## config.mk

```make
export PLATFORM = sky130hd
export DESIGN_NAME = multiplier_32x32_flat
export DESIGN_NICKNAME = d
export VERILOG_FILES = /design/src/rtl/mult_pkg.sv /design/src/rtl/multiplier_32x32_if.sv /design/src/rtl/mul16x16u.sv /design/src/rtl/multiplier_32x32.sv /design/src/flat_wrapper.sv
export SDC_FILE = /design/constraint.sdc
export NUM_CORES = 1
export LEC_CHECK = 0
export ABC_AREA = 1
export BUFFER_PORTS_ARGS = -buffer_cell sky130_fd_sc_hd__buf_2
export CAP_MARGIN = 10
export CORE_MARGIN = 4
export CORE_UTILIZATION = 35
export CTS_CLUSTER_SIZE = 25
export DETAILED_ROUTE_END_ITERATION = 10
export PLACE_DENSITY_LB_ADDON = 0.2
export SLEW_MARGIN = 20
export SYNTH_ARGS = -nofsm -noshare
export SYNTH_HDL_FRONTEND = slang
export SYNTH_SLANG_ARGS = --single-unit
```

## constraint.sdc

```tcl
create_clock -name clk -period 9.8 [get_ports clk]
set_input_delay 0.49 -clock clk [delete_from_list [all_inputs] [get_ports clk]]
set_output_delay 0.49 -clock clk [all_outputs]
set_load 0.02 [all_outputs]
```

## src/rtl/mult_pkg.sv

```systemverilog
// Shared definitions for the iterative 32x32 RV32M multiplier.
//   XLEN / HALF : operand width and the half-width used by the 16x16 core
//   op_e        : op_sel encodings (MUL, MULH, MULHSU, MULHU)
//   state_e     : control FSM states
package mult_pkg;

  localparam int unsigned XLEN = 32;
  localparam int unsigned HALF = 16;

  typedef enum logic [1:0] {
    OP_MUL    = 2'b00,
    OP_MULH   = 2'b01,
    OP_MULHSU = 2'b10,
    OP_MULHU  = 2'b11
  } op_e;

  typedef enum logic [1:0] {
    IDLE,
    CALC,
    DONE
  } state_e;

endpackage

```

## src/rtl/multiplier_32x32_if.sv

```systemverilog
// Request/response bundle of the multiplier.
//   a, b, op_sel, in_valid_i   : operand request (master -> slave)
//   in_ready_o                 : unit can accept a request (slave -> master)
//   resultado, out_valid_o     : 64-bit formatted result (slave -> master)
//   out_ready_i                : consumer accepts the result (master -> slave)
interface multiplier_32x32_if
  import mult_pkg::*;
();

  logic [XLEN-1:0]   a;
  logic [XLEN-1:0]   b;
  logic [1:0]        op_sel;
  logic              in_valid_i;
  logic              in_ready_o;
  logic              out_valid_o;
  logic              out_ready_i;
  logic [2*XLEN-1:0] resultado;

  modport master (
    output a, b, op_sel, in_valid_i, out_ready_i,
    input  in_ready_o, out_valid_o, resultado
  );

  modport slave (
    input  a, b, op_sel, in_valid_i, out_ready_i,
    output in_ready_o, out_valid_o, resultado
  );

endinterface

```

## src/rtl/mul16x16u.sv

```systemverilog
// Combinational 16x16 -> 32 unsigned multiplier.
//   x, y : unsigned 16-bit factors
//   p    : unsigned 32-bit product
module mul16x16u
  import mult_pkg::*;
(
  input  logic [HALF-1:0]   x,
  input  logic [HALF-1:0]   y,
  output logic [2*HALF-1:0] p
);

  always_comb begin
    p = {{HALF{1'b0}}, x} * {{HALF{1'b0}}, y};
  end

endmodule

```

## src/rtl/multiplier_32x32.sv

```systemverilog
// Iterative 32x32 multiplier for MUL / MULH / MULHSU / MULHU.
//   clk   : clock, rising edge
//   rst_n : synchronous reset, active HIGH despite the name
//   bus   : request/response handshake (slave side), see multiplier_32x32_if
// Operands are converted to magnitudes on accept; four cycles of 16x16
// partial products fill a 64-bit accumulator; the sign is reapplied and
// the selected word is extended into resultado on the last CALC edge.
module multiplier_32x32
  import mult_pkg::*;
(
  input  logic                clk,
  input  logic                rst_n,
  multiplier_32x32_if.slave   bus
);

  state_e            state;
  logic [1:0]        cnt;
  op_e               op_q;
  logic [XLEN-1:0]   a_mag;
  logic [XLEN-1:0]   b_mag;
  logic              neg;
  logic [2*XLEN-1:0] acc;
  logic [2*XLEN-1:0] res_q;

  // Operand conditioning on the request side (only used on accept).
  logic            a_signed;
  logic            b_signed;
  logic            a_neg;
  logic            b_neg;
  logic [XLEN-1:0] a_mag_in;
  logic [XLEN-1:0] b_mag_in;

  always_comb begin
    a_signed = (bus.op_sel == OP_MULH) || (bus.op_sel == OP_MULHSU);
    b_signed = (bus.op_sel == OP_MULH);
    a_neg    = a_signed & bus.a[XLEN-1];
    b_neg    = b_signed & bus.b[XLEN-1];
    // Negating 0x80000000 wraps to itself, which read unsigned is 2^31.
    a_mag_in = a_neg ? (~bus.a + 32'd1) : bus.a;
    b_mag_in = b_neg ? (~bus.b + 32'd1) : bus.b;
  end

  // cnt[1] picks the half of a, cnt[0] the half of b: LL, LH, HL, HH.
  logic [HALF-1:0]   mul_x;
  logic [HALF-1:0]   mul_y;
  logic [2*HALF-1:0] pp;
  logic [2*XLEN-1:0] pp_sh;
  logic [2*XLEN-1:0] acc_next;
  logic [2*XLEN-1:0] prod;
  logic [XLEN-1:0]   word;
  logic [2*XLEN-1:0] res_next;

  always_comb begin
    mul_x = cnt[1] ? a_mag[XLEN-1:HALF] : a_mag[HALF-1:0];
    mul_y = cnt[0] ? b_mag[XLEN-1:HALF] : b_mag[HALF-1:0];
  end

  mul16x16u u_mul (
    .x (mul_x),
    .y (mul_y),
    .p (pp)
  );

  always_comb begin
    case (cnt)
      2'd0:    pp_sh = {{XLEN{1'b0}}, pp};
      2'd3:    pp_sh = {pp, {XLEN{1'b0}}};
      default: pp_sh = {{HALF{1'b0}}, pp, {HALF{1'b0}}};
    endcase
    acc_next = acc + pp_sh;
    prod     = neg ? (~acc_next + 64'd1) : acc_next;
    word     = (op_q == OP_MUL) ? prod[XLEN-1:0] : prod[2*XLEN-1:XLEN];
    res_next = (op_q == OP_MULHU) ? {{XLEN{1'b0}}, word}
                                  : {{XLEN{word[XLEN-1]}}, word};
  end

  always_ff @(posedge clk) begin
    if (rst_n) begin
      state <= IDLE;
      cnt   <= '0;
      acc   <= '0;
      res_q <= '0;
      op_q  <= OP_MUL;
      a_mag <= '0;
      b_mag <= '0;
      neg   <= 1'b0;
    end else begin
      case (state)
        IDLE: begin
          if (bus.in_valid_i) begin
            a_mag <= a_mag_in;
            b_mag <= b_mag_in;
            neg   <= a_neg ^ b_neg;
            op_q  <= op_e'(bus.op_sel);
            acc   <= '0;
            cnt   <= '0;
            state <= CALC;
          end
        end
        CALC: begin
          acc <= acc_next;
          cnt <= cnt + 2'd1;
          if (cnt == 2'd3) begin
            res_q <= res_next;
            state <= DONE;
          end
        end
        DONE: begin
          if (bus.out_ready_i) begin
            state <= IDLE;
          end
        end
        default: state <= IDLE;
      endcase
    end
  end

  always_comb begin
    bus.in_ready_o  = (state == IDLE);
    bus.out_valid_o = (state == DONE);
    bus.resultado   = res_q;
  end

endmodule

```

## src/flat_wrapper.sv

```systemverilog
// flat-port wrapper written by rule: the top's interface ports become plain ports
module multiplier_32x32_flat import mult_pkg::*;
  (clk, rst_n, bus_a, bus_b, bus_op_sel, bus_in_valid_i, bus_out_ready_i, bus_in_ready_o, bus_out_valid_o, bus_resultado);
  multiplier_32x32_if bus_i ();
  input  logic clk;
  input  logic rst_n;
  input wire logic [$bits(bus_i.a)-1:0] bus_a;
  input wire logic [$bits(bus_i.b)-1:0] bus_b;
  input wire logic [$bits(bus_i.op_sel)-1:0] bus_op_sel;
  input wire logic [$bits(bus_i.in_valid_i)-1:0] bus_in_valid_i;
  input wire logic [$bits(bus_i.out_ready_i)-1:0] bus_out_ready_i;
  output wire logic [$bits(bus_i.in_ready_o)-1:0] bus_in_ready_o;
  output wire logic [$bits(bus_i.out_valid_o)-1:0] bus_out_valid_o;
  output wire logic [$bits(bus_i.resultado)-1:0] bus_resultado;
  assign bus_i.a = bus_a;
  assign bus_i.b = bus_b;
  assign bus_i.op_sel = bus_op_sel;
  assign bus_i.in_valid_i = bus_in_valid_i;
  assign bus_i.out_ready_i = bus_out_ready_i;
  assign bus_in_ready_o = bus_i.in_ready_o;
  assign bus_out_valid_o = bus_i.out_valid_o;
  assign bus_resultado = bus_i.resultado;
  multiplier_32x32 u_core (.clk(clk), .rst_n(rst_n), .bus(bus_i));
endmodule
```

==> metrics.cfg, run 1 <==
[worst_setup_path]
cpMostUsedCell = nand2_1
reg2regPathDepth = 42
crit_type = register to register
cp_max_fo = 7
worstPathRequired_ps = 10190
ff2ff_setup_slack_ps = 350
timing.rr.end = u_core.bus.resultado[23]$_SDFFE_PP0P_
start_kind = register
worstPathArrival_ps = 9840
slowest_stage = fa_1
r2r-start = u_core.cnt[1]$_SDFFE_PP0P_
worstSetupEndpointType = register
slowest_delay_ps = 550

[logic_synthesis]
syn-num-nets = 4434
postSynthAreaPerCell_um2 = 6.17
synth-edff-count = 0
async_reset_ff_frac = 0
netlist_instances = 3996
syn_area_um2 = 24700
ys_types = 49
ys_ff_latch = 168
yosys_warnings = 0
seq_area_frac_synth = 0.136
synth_ff_type = dfxtp_1

[power_and_ir_drop]
clockPowerShare = 0.083
cellLeakagePower_nw = 16.0
switchingPower_w = 0.00464
pwr-share-seq = 0.098
p_comb_frac = 0.819
p_per_area_nw_per_um2 = 280
p_int_w = 0.00362
swShare = 0.561
ir_worst_vdd_mv = 0.231

[timing]
relSlewSlack = 0.250
min_period_ps = 9450
clock-skew-final_ps = 14.4
hold_violations = 0
tightest_slew_ps = 1120
period_share = 0.964
drv_slew = 0
fmax_mhz = 106
worst_slack_ps = 353
setup_viol = 0

[die]
coreArea_um2 = 69900
start_util = 0.353
boundaryPins = 136
die_area_um2 = 74800
fp.dieW_um = 273
die_h_um = 273
num_rows = 97

[global_route]
first_global_vias = 24800
grt_max_degree = 99
grt_first_pass_wirelength_um = 151000
gr-total-overflow = 0
track_usage = 0.266
antenna_found_initial = 2

[final_layout]
antenna_cells = 0
seqCellArea_um2 = 3370
drive_gt1_frac = 0.164
nets = 4795
multiInputGateArea_um2 = 18000
final_util = 0.422
syn2layout_area_growth_pct = 19.8
fill_cells = 7743
final_cell_area_um2 = 29500

[clocking]
cts_hold_buf = 0
cts_root_buffer = clkbuf_16
cts_buffers = 17
clkTransAtPathRegs_ps = 70
ctsHtreeMaxLevel = 4
clk_path_buf_depth = 2
clock-sinks = 168
clk_latency_ps = 470
cts_tree = done

[routing]
wire_per_inst_um = 19.2
firstDrtPassIters = 6
drt_iter0_drc = 2376
num_vias = 26400
wirelength_um = 102000
via_per_inst = 4.97
drc_errors = 0
ant_nets = 0

[placed_design]
dpl_cell_area_um2 = 28400
post-place-ws_ps = -180
post-dp-hpwl_um = 85600
port_buffers = 135
routabilityCongestion = 1.03

[min_path]
min_from = bus_b[1]
min_to = u_core.b_mag[1]$_SDFFE_PP0P_
hold_class = input port to register
whs_path_depth = 3

[outcome]
status = completed

[run]
maxCapViolations = 0

## power groups by stage
stage / logic (W) / clock network, W / registers [W]
floorplan: 0.00352 / 0 / 0.000791
global placement: 0.00652 / 0 / 0.000818
detailed placement: 0.00649 / 0 / 0.000819
CTS: 0.00655 / 0.000694 / 0.000804
global route: 0.00734 / 0.000717 / 0.000810
finish: 0.00676 / 0.000685 / 0.000808
## critical path: cells and delay by family (launching register included)
kind | cells | cell delay [ps]
fa+ha+maj | 8 | 3880
simple gates | 21 | 3040
flops | 1 | 350
buf+inv | 10 | 1370
compound gates | 3 | 730
## metrics by stage
stage / std cells / TNS [ps] / power (W) / hold slack [ps]
5_1_grt: 5310 / -15.6 / 0.00887 / 337
4_1_cts: 5286 / 0 / 0.00805 / 320
3_5_place_dp: 5251 / -729 / 0.00731 / 455
3_3_place_gp: 5251 / -829 / 0.00734 / 450
6_report: 5310 / 0 / 0.00826 / 337
2_1_floorplan: 3996 / 0 / 0.00431 / 441
## cell families after synthesis
logic type      synth area share
xor+xnor                  0.0335
simple gates               0.320
flops                      0.136
compound gates             0.117
fa+ha+maj                  0.246
buf+inv                    0.147
## Yosys cell counts (13+ instances only)
master	number	share of area
o211ai_1	13	0.0040
nand3b_1	26	0.0079
nor2_1	397	0.060
xnor2_1	26	0.0092
nand3_1	147	0.030
nor2_2	13	0.0033
xor2_1	61	0.022
nor3_1	35	0.0071
nand4_1	30	0.0076
or2_2	20	0.0051
a21oi_1	249	0.051
ha_1	173	0.088
nand2_1	1178	0.18
o21ai_0	172	0.035
inv_1	756	0.12
o21ai_1	22	0.0045
dfxtp_1	168	0.14
clkbuf_1	92	0.014
o22ai_1	33	0.0084
nand2_2	15	0.0038
buf_4	31	0.0094
inv_2	29	0.0044
fa_1	195	0.16
## routing by layer
| layer | global-route usage | vias to the layer above | part of all wire |
|---|---|---|---|
| li1 | - | 13000 | - |
| met1 | 0.368 | 12400 | 0.45 |
| met2 | 0.430 | 850 | 0.45 |
| met3 | 0.0310 | 141 | 0.059 |
| met4 | 0.0901 | 0 | 0.038 |
| met5 | 0 | - | 0 |
## layout by cell type (no fill, tap or decap), types with 10 or more instances in the layout
cell	n
inv_2	38
buf_2	134
a21oi_1	237
o211ai_1	13
or2_2	20
buf_4	330
a21oi_2	13
xor2_1	61
nand3_1	144
ha_1	172
a31oi_1	11
nor2_4	11
o21ai_0	158
xnor2_1	26
clkbuf_16	17
buf_12	14
nor2_1	361
nand4_1	30
inv_1	747
o221ai_1	10
nand2_2	27
nand3b_1	26
nand3_2	13
nor2_2	45
dfxtp_1	165
o22ai_1	33
o21ai_1	28
nand2_1	1165
nor3_1	30
fa_1	192
## state kept, by name (all words and copies together) (netlist names)
signal                count
u_core.acc               64
u_core.a_mag             32
u_core.cnt                2
u_core.state              2
u_core.op_q               2
u_core.bus.resultado     33
u_core.neg                1
u_core.b_mag             32
## area by class of cell
| class | count | share of cell area |
|---|---|---|
| multi-input combinational | 2895 | 0.609 |
| timing repair buffer | 479 | 0.116 |
| sequential | 168 | 0.114 |
| inverter | 796 | 0.101 |
| tap | 940 | 0.0398 |
| clock buffer | 21 | 0.0156 |
| clock inverter | 11 | 0.00381 |
## how the worst max path moves through the flow
stage                                from                                    end  slack (ps)
4_1_cts        u_core.cnt[1]$_SDFFE_PP0P_  u_core.bus.resultado[23]$_SDFFE_PP0P_          30
3_3_place_gp   u_core.cnt[0]$_SDFFE_PP0P_  u_core.bus.resultado[23]$_SDFFE_PP0P_        -260
2_1_floorplan  u_core.cnt[0]$_SDFFE_PP0P_  u_core.bus.resultado[27]$_SDFFE_PP0P_        1110
5_1_grt        u_core.cnt[1]$_SDFFE_PP0P_  u_core.bus.resultado[23]$_SDFFE_PP0P_         -10
6_report       u_core.cnt[1]$_SDFFE_PP0P_  u_core.bus.resultado[23]$_SDFFE_PP0P_         350
3_5_place_dp   u_core.cnt[1]$_SDFFE_PP0P_  u_core.bus.resultado[23]$_SDFFE_PP0P_        -180
## timing repair
action                                  4_1_cts  5_1_grt
endpoints found under the setup margin       21       38
resized for setup                            10      101
setup buffers                                 3       24
pin swaps                                     2       17
No activity file was read; power rests on OpenSTA's default activity.
==> run 2, diff against run 1 <==
--- a/config.mk
+++ b/config.mk
@@ -8,6 +8,7 @@
 export ABC_AREA = 1
 export BUFFER_PORTS_ARGS = -buffer_cell sky130_fd_sc_hd__buf_2
 export CAP_MARGIN = 10
+export CORE_ASPECT_RATIO = 1.75
 export CORE_MARGIN = 4
 export CORE_UTILIZATION = 35
 export CTS_CLUSTER_SIZE = 25
==> run 2 against run 1 <==
- setup slack better by 96 ps
- wire length up 9.5%
- clock skew up 6.4 ps
- core utilization up 2.1 points
- flip-flop and latch count unchanged
- combinational power up 14%
- clock-buffer cell count down 4
- cell count up 2.4%
- sequential power up 5.6%
- design area up 4.7%
- power up 12%
- highest routed layer unchanged
==> metrics.cfg, run 2 (synthesized netlist as in run 1, its figures left out) <==
[timing]
period_share = 0.954
clock-skew-final_ps = 20.8
tns_ps = 0
min_period_ps = 9350
tightest_slew_ps = 1050
drv_slew = 0
fmax_mhz = 107
hold_violations = 0
relSlewSlack = 0.299
setup_viol = 0

[worst_setup_path]
worstSetupEndpointType = register
ff2ff_setup_slack_ps = 450
crit_type = register to register
crit_family = adder cells
worstPathRequired_ps = 10200
cpMostUsedCell = nand2_1
worst-path-buf-inv = 13
slowest_stage = fa_1
slowest_delay_ps = 560
cp_max_fo = 11
worstPathArrival_ps = 9750
start_kind = register

[die]
start_util = 0.354
fp.dieW_um = 209
num_rows = 128
die_h_um = 359
die_area_um2 = 74900
boundaryPins = 136
coreArea_um2 = 69700

[power_and_ir_drop]
pwr-share-seq = 0.092
cellLeakagePower_nw = 16.8
switchingPower_w = 0.00495
clockPowerShare = 0.076
ir_worst_vdd_mv = 0.210
finalPower_w = 0.00924
p_per_area_nw_per_um2 = 299
p_comb_frac = 0.832
swShare = 0.536
p_int_w = 0.00429

[global_route]
antenna_found_initial = 2
gr-total-overflow = 0
grt_max_degree = 75
track_usage = 0.291
first_global_vias = 26900
grt_first_pass_wirelength_um = 164000

[routing]
ant_nets = 0
via_per_inst = 4.98
dr_wl_met3_um = 3880
met1Wirelength_um = 35500
routed.top_layer = met4
num_vias = 27100
firstDrtPassIters = 5
wire_per_inst_um = 20.5
drt_iter0_drc = 1675
drc_errors = 0
wirelength_um = 111000
wl_met2_um = 57800

[final_layout]
regMostFlops = u_core.acc
drive_gt1_frac = 0.198
nets = 4950
largest_register_ffs = 64
final_util = 0.444
final_common_cell = nand2_1
syn2layout_area_growth_pct = 25.4
layout_common_cells = nand2_1 (1,154), inv_1 (751), buf_4 (477)

[placed_design]
routabilityCongestion = 1.01
port_buffers = 135
post-dp-hpwl_um = 94600

[clocking]
cts_buffers = 17
clock-sinks = 168
cts_tree = done
ctsHtreeMaxLevel = 4
clk_latency_ps = 470
clkTransAtPathRegs_ps = 80
cts_root_buffer = clkbuf_16
clk_path_buf_depth = 2

[outcome]
status = completed

[min_path]
hold_class = input port to register

[run]
maxCapViolations = 0

[run 2: cell types whose count changed in the layout (fill, tap and decap cells not counted), moves of 4 or more]
cell and delta:
buf_12 +8, buf_4 +147, clkinv_4 +4, ha_1 -6
inv_1 +4, inv_8 +5, nand2_1 -11, nand2_2 +8
nor2_1 -5, o21ai_1 +4
[run 2: metal layers]
metal | global-route usage | up-vias
met5 | 0 | -
met4 | 0.284 | 0
met3 | 0.0309 | 381
met2 | 0.541 | 824
met1 | 0.268 | 12500
li1 | - | 13300
[run 2: layout make-up]
type                       count  area, um2
antenna                        2       5.00
clock buffer                  17        425
clock inverter                15        160
fill                        7642      38800
inverter                     796       2990
multi-input combinational   2895      18100
sequential                   168       3370
tap                          910       1140
timing repair buffer         634       4700
[run 2: path summary, 6_finish.rpt]
kind,startpoint,endpoint,cells past startpoint
worst min register to register,u_core.bus.resultado[0]$_SDFFE_PP0P_,u_core.bus.resultado[0]$_SDFFE_PP0P_,2
worst min-delay path,bus_out_ready_i,u_core.state[1]$_SDFFE_PP0P_,4
worst max register to register,u_core.cnt[0]$_SDFFE_PP0P_,u_core.bus.resultado[18]$_SDFFE_PP0P_,50
worst max-delay path,u_core.cnt[0]$_SDFFE_PP0P_,u_core.bus.resultado[18]$_SDFFE_PP0P_,50
[run 2: worst reg2reg max path, delay by kind of cell (launching register included)]
family | cells | cell delay, ps
xor+xnor | 1 | 290
flops | 1 | 360
compound gates | 10 | 1400
simple gates | 18 | 2200
buf+inv | 13 | 1270
fa+ha+maj | 8 | 3740
[run 2: stage by stage]
| stage | hold WS [ps] | std cells | instance area [um2] | setup WS (ps) |
|---|---|---|---|---|
| after floorplan | 441 | 3996 | 24700 | 1110 |
| after CTS | 270 | 5425 | 30400 | 25.5 |
| after global routing | 286 | 5437 | 30900 | -23.1 |
| after detailed placement | 459 | 5391 | 29800 | -174 |
| final | 280 | 5437 | 30900 | 449 |
| after global placement | 452 | 5391 | 29800 | -151 |
[run 2: timing repair]
action                                  in CTS  in global routing
pin swaps                                    1                 22
buffers inserted                             2                 10
endpoints found under the setup margin      27                 35
hold buffers                                 0                  0
resized for setup                            9                133
[run 2: power groups by stage]
stage               combinational (W)  clock (W)  sequential [W]
CTS                           0.00733   0.000710        0.000843
floorplan                     0.00352          0        0.000791
finish                        0.00769   0.000700        0.000853
global route                  0.00828   0.000733        0.000850
detailed placement            0.00727          0        0.000859
global placement              0.00727          0        0.000858
==> run 3, diff against run 2 <==
==> constraint.sdc (replaced) <==
create_clock -name clk -period 9.8 [get_ports clk]
set_input_delay 2.94 -clock clk [delete_from_list [all_inputs] [get_ports clk]]
set_output_delay 2.94 -clock clk [all_outputs]
set_load 0.02 [all_outputs]
==> run 3 against run 2 <==
- die area unchanged
- critical endpoint is now u_core.bus.resultado[14]$_SDFFE_PP0P_
- largest cell class unchanged
- clock skew increased by 13 ps
- highest routed layer is now met5
- largest power group unchanged
- critical path type unchanged
- sequential power is essentially flat
==> metrics.cfg, run 3 (synthesized netlist as in run 1, its figures left out) <==
[outcome]
status = completed

[global_route]
track_usage = 0.305
grt_first_pass_wirelength_um = 170000
grt_max_degree = 90
first_global_vias = 27800
antenna_found_initial = 3
gr-total-overflow = 0

[routing]
num_vias = 27400
ant_nets = 0
drc_errors = 0
wirelength_um = 117000
drt_iter0_drc = 1584
firstDrtPassIters = 7
via_per_inst = 4.99
wire_per_inst_um = 21.2

[min_path]
whs_path_depth = 2
hold_class = register to register

[placed_design]
port_buffers = 135
dpl_cell_area_um2 = 30200
post-dp-hpwl_um = 98900
post-place-ws_ps = -210
routabilityCongestion = 1.01

[die]
coreArea_um2 = 69700
die_area_um2 = 74900
start_util = 0.354
boundaryPins = 136
die_h_um = 359
fp.dieW_um = 209
num_rows = 128

[power_and_ir_drop]
swShare = 0.532
p_int_w = 0.00445
pwr-share-seq = 0.090
ir_worst_vdd_mv = 0.241
finalPower_w = 0.00951
switchingPower_w = 0.00505
p_comb_frac = 0.838
p_per_area_nw_per_um2 = 302
clockPowerShare = 0.073
cellLeakagePower_nw = 17.2

[final_layout]
seqCellArea_um2 = 3370
multiInputGateArea_um2 = 18200
syn2layout_area_growth_pct = 27.6
drive_gt1_frac = 0.213
regMostFlops = u_core.acc
largest_register_ffs = 64
final_common_cell = nand2_1
final_util = 0.452
fill_cells = 7632
final_cell_area_um2 = 31500
layout_common_cells = nand2_1 (1,145), inv_1 (749), buf_4 (533)
nets = 5009

[worst_setup_path]
cp_max_fo = 11
worstPathRequired_ps = 10190
slowest_delay_ps = 580
ff2ff_setup_slack_ps = 410
start_kind = register
crit_type = register to register
worstPathArrival_ps = 9780
worstSetupEndpointType = register
slowest_stage = fa_1
reg2regPathDepth = 48
cpMostUsedCell = nand2_1

[clocking]
cts_root_buffer = clkbuf_16
cts_hold_buf = 0
clk_latency_ps = 490
cts_buffers = 17
clkTransAtPathRegs_ps = 80
cts_tree = done
ctsHtreeMaxLevel = 4
clk_path_buf_depth = 2
clock-sinks = 168

[timing]
worst_slack_ps = 413
min_period_ps = 9390
relSlewSlack = 0.269
fmax_mhz = 107
tightest_slew_ps = 1100
drv_slew = 0
tns_ps = 0
period_share = 0.958
setup_viol = 0
clock-skew-final_ps = 34.0
hold_violations = 0

[run]
maxCapViolations = 0

==> run 3: cell count changes in the layout (fill, tap and decap cells not counted), moves of 4 or more <==
cell      change
buf_4        +56
clkinv_2      +4
clkinv_4      -4
inv_6         +5
nand2_1       -9
nand2_2      +11
nor2_1        -6
nor3_1        -4
==> run 3: cell type report <==
type / instances / area share
multi-input cells: 2895 / 0.579
repair buffers: 693 / 0.164
flip-flops and latches: 168 / 0.107
inverters: 796 / 0.0955
well taps: 910 / 0.0362
clock buffers: 20 / 0.0142
clock inverters: 12 / 0.00334
diodes: 1 / 0.0000795
==> run 3: path summary, 6_finish.rpt <==
kind | start | to
setup reg to reg | u_core.cnt[1]$_SDFFE_PP0P_ | u_core.bus.resultado[14]$_SDFFE_PP0P_
setup / recovery | u_core.cnt[1]$_SDFFE_PP0P_ | u_core.bus.resultado[14]$_SDFFE_PP0P_
hold reg to reg | u_core.bus.resultado[0]$_SDFFE_PP0P_ | u_core.bus.resultado[0]$_SDFFE_PP0P_
hold / removal | u_core.bus.resultado[0]$_SDFFE_PP0P_ | u_core.bus.resultado[0]$_SDFFE_PP0P_
==> run 3: layer usage <==
| metal | GRT usage | vias to the layer above | wire (um) |
|---|---|---|---|
| met5 | 0 | - | 21 |
| met4 | 0.332 | 4 | 17200 |
| met3 | 0.0345 | 425 | 3920 |
| met2 | 0.554 | 815 | 58400 |
| met1 | 0.276 | 12700 | 37000 |
| li1 | - | 13400 | - |
==> run 3: power by group through the flow <==
stage               clock (W)  combinational, W  sequential [W]
finish               0.000691           0.00796        0.000854
global route         0.000727           0.00858        0.000847
CTS                  0.000694           0.00751        0.000846
detailed placement          0           0.00744        0.000862
global placement            0           0.00743        0.000862
floorplan                   0           0.00352        0.000791
==> run 3: what timing repair did <==
action                     CTS  global route
buffers inserted             3            18
pin swaps                    2            48
setup endpoints to repair   27            36
gates resized for setup      7           164
==> run 3: metrics by stage <==
step | hold WS (ps) | std cells
2_1_floorplan | 441 | 3996
3_5_place_dp | 456 | 5441
5_1_grt | 480 | 5494
6_report | 467 | 5495
3_3_place_gp | 455 | 5441
4_1_cts | 468 | 5476
==> run 3: worst max-delay path, delay by kind of cell, from the launching register on <==
family                   cells  cell delay [ps]
adder cells (fa/ha/maj)      8             4060
AND/OR/NAND/NOR             19             2320
buffers and inverters       16             1780
AO/OA/AOI/OAI                4              650
flip-flops                   1              370
XOR/XNOR                     1              140
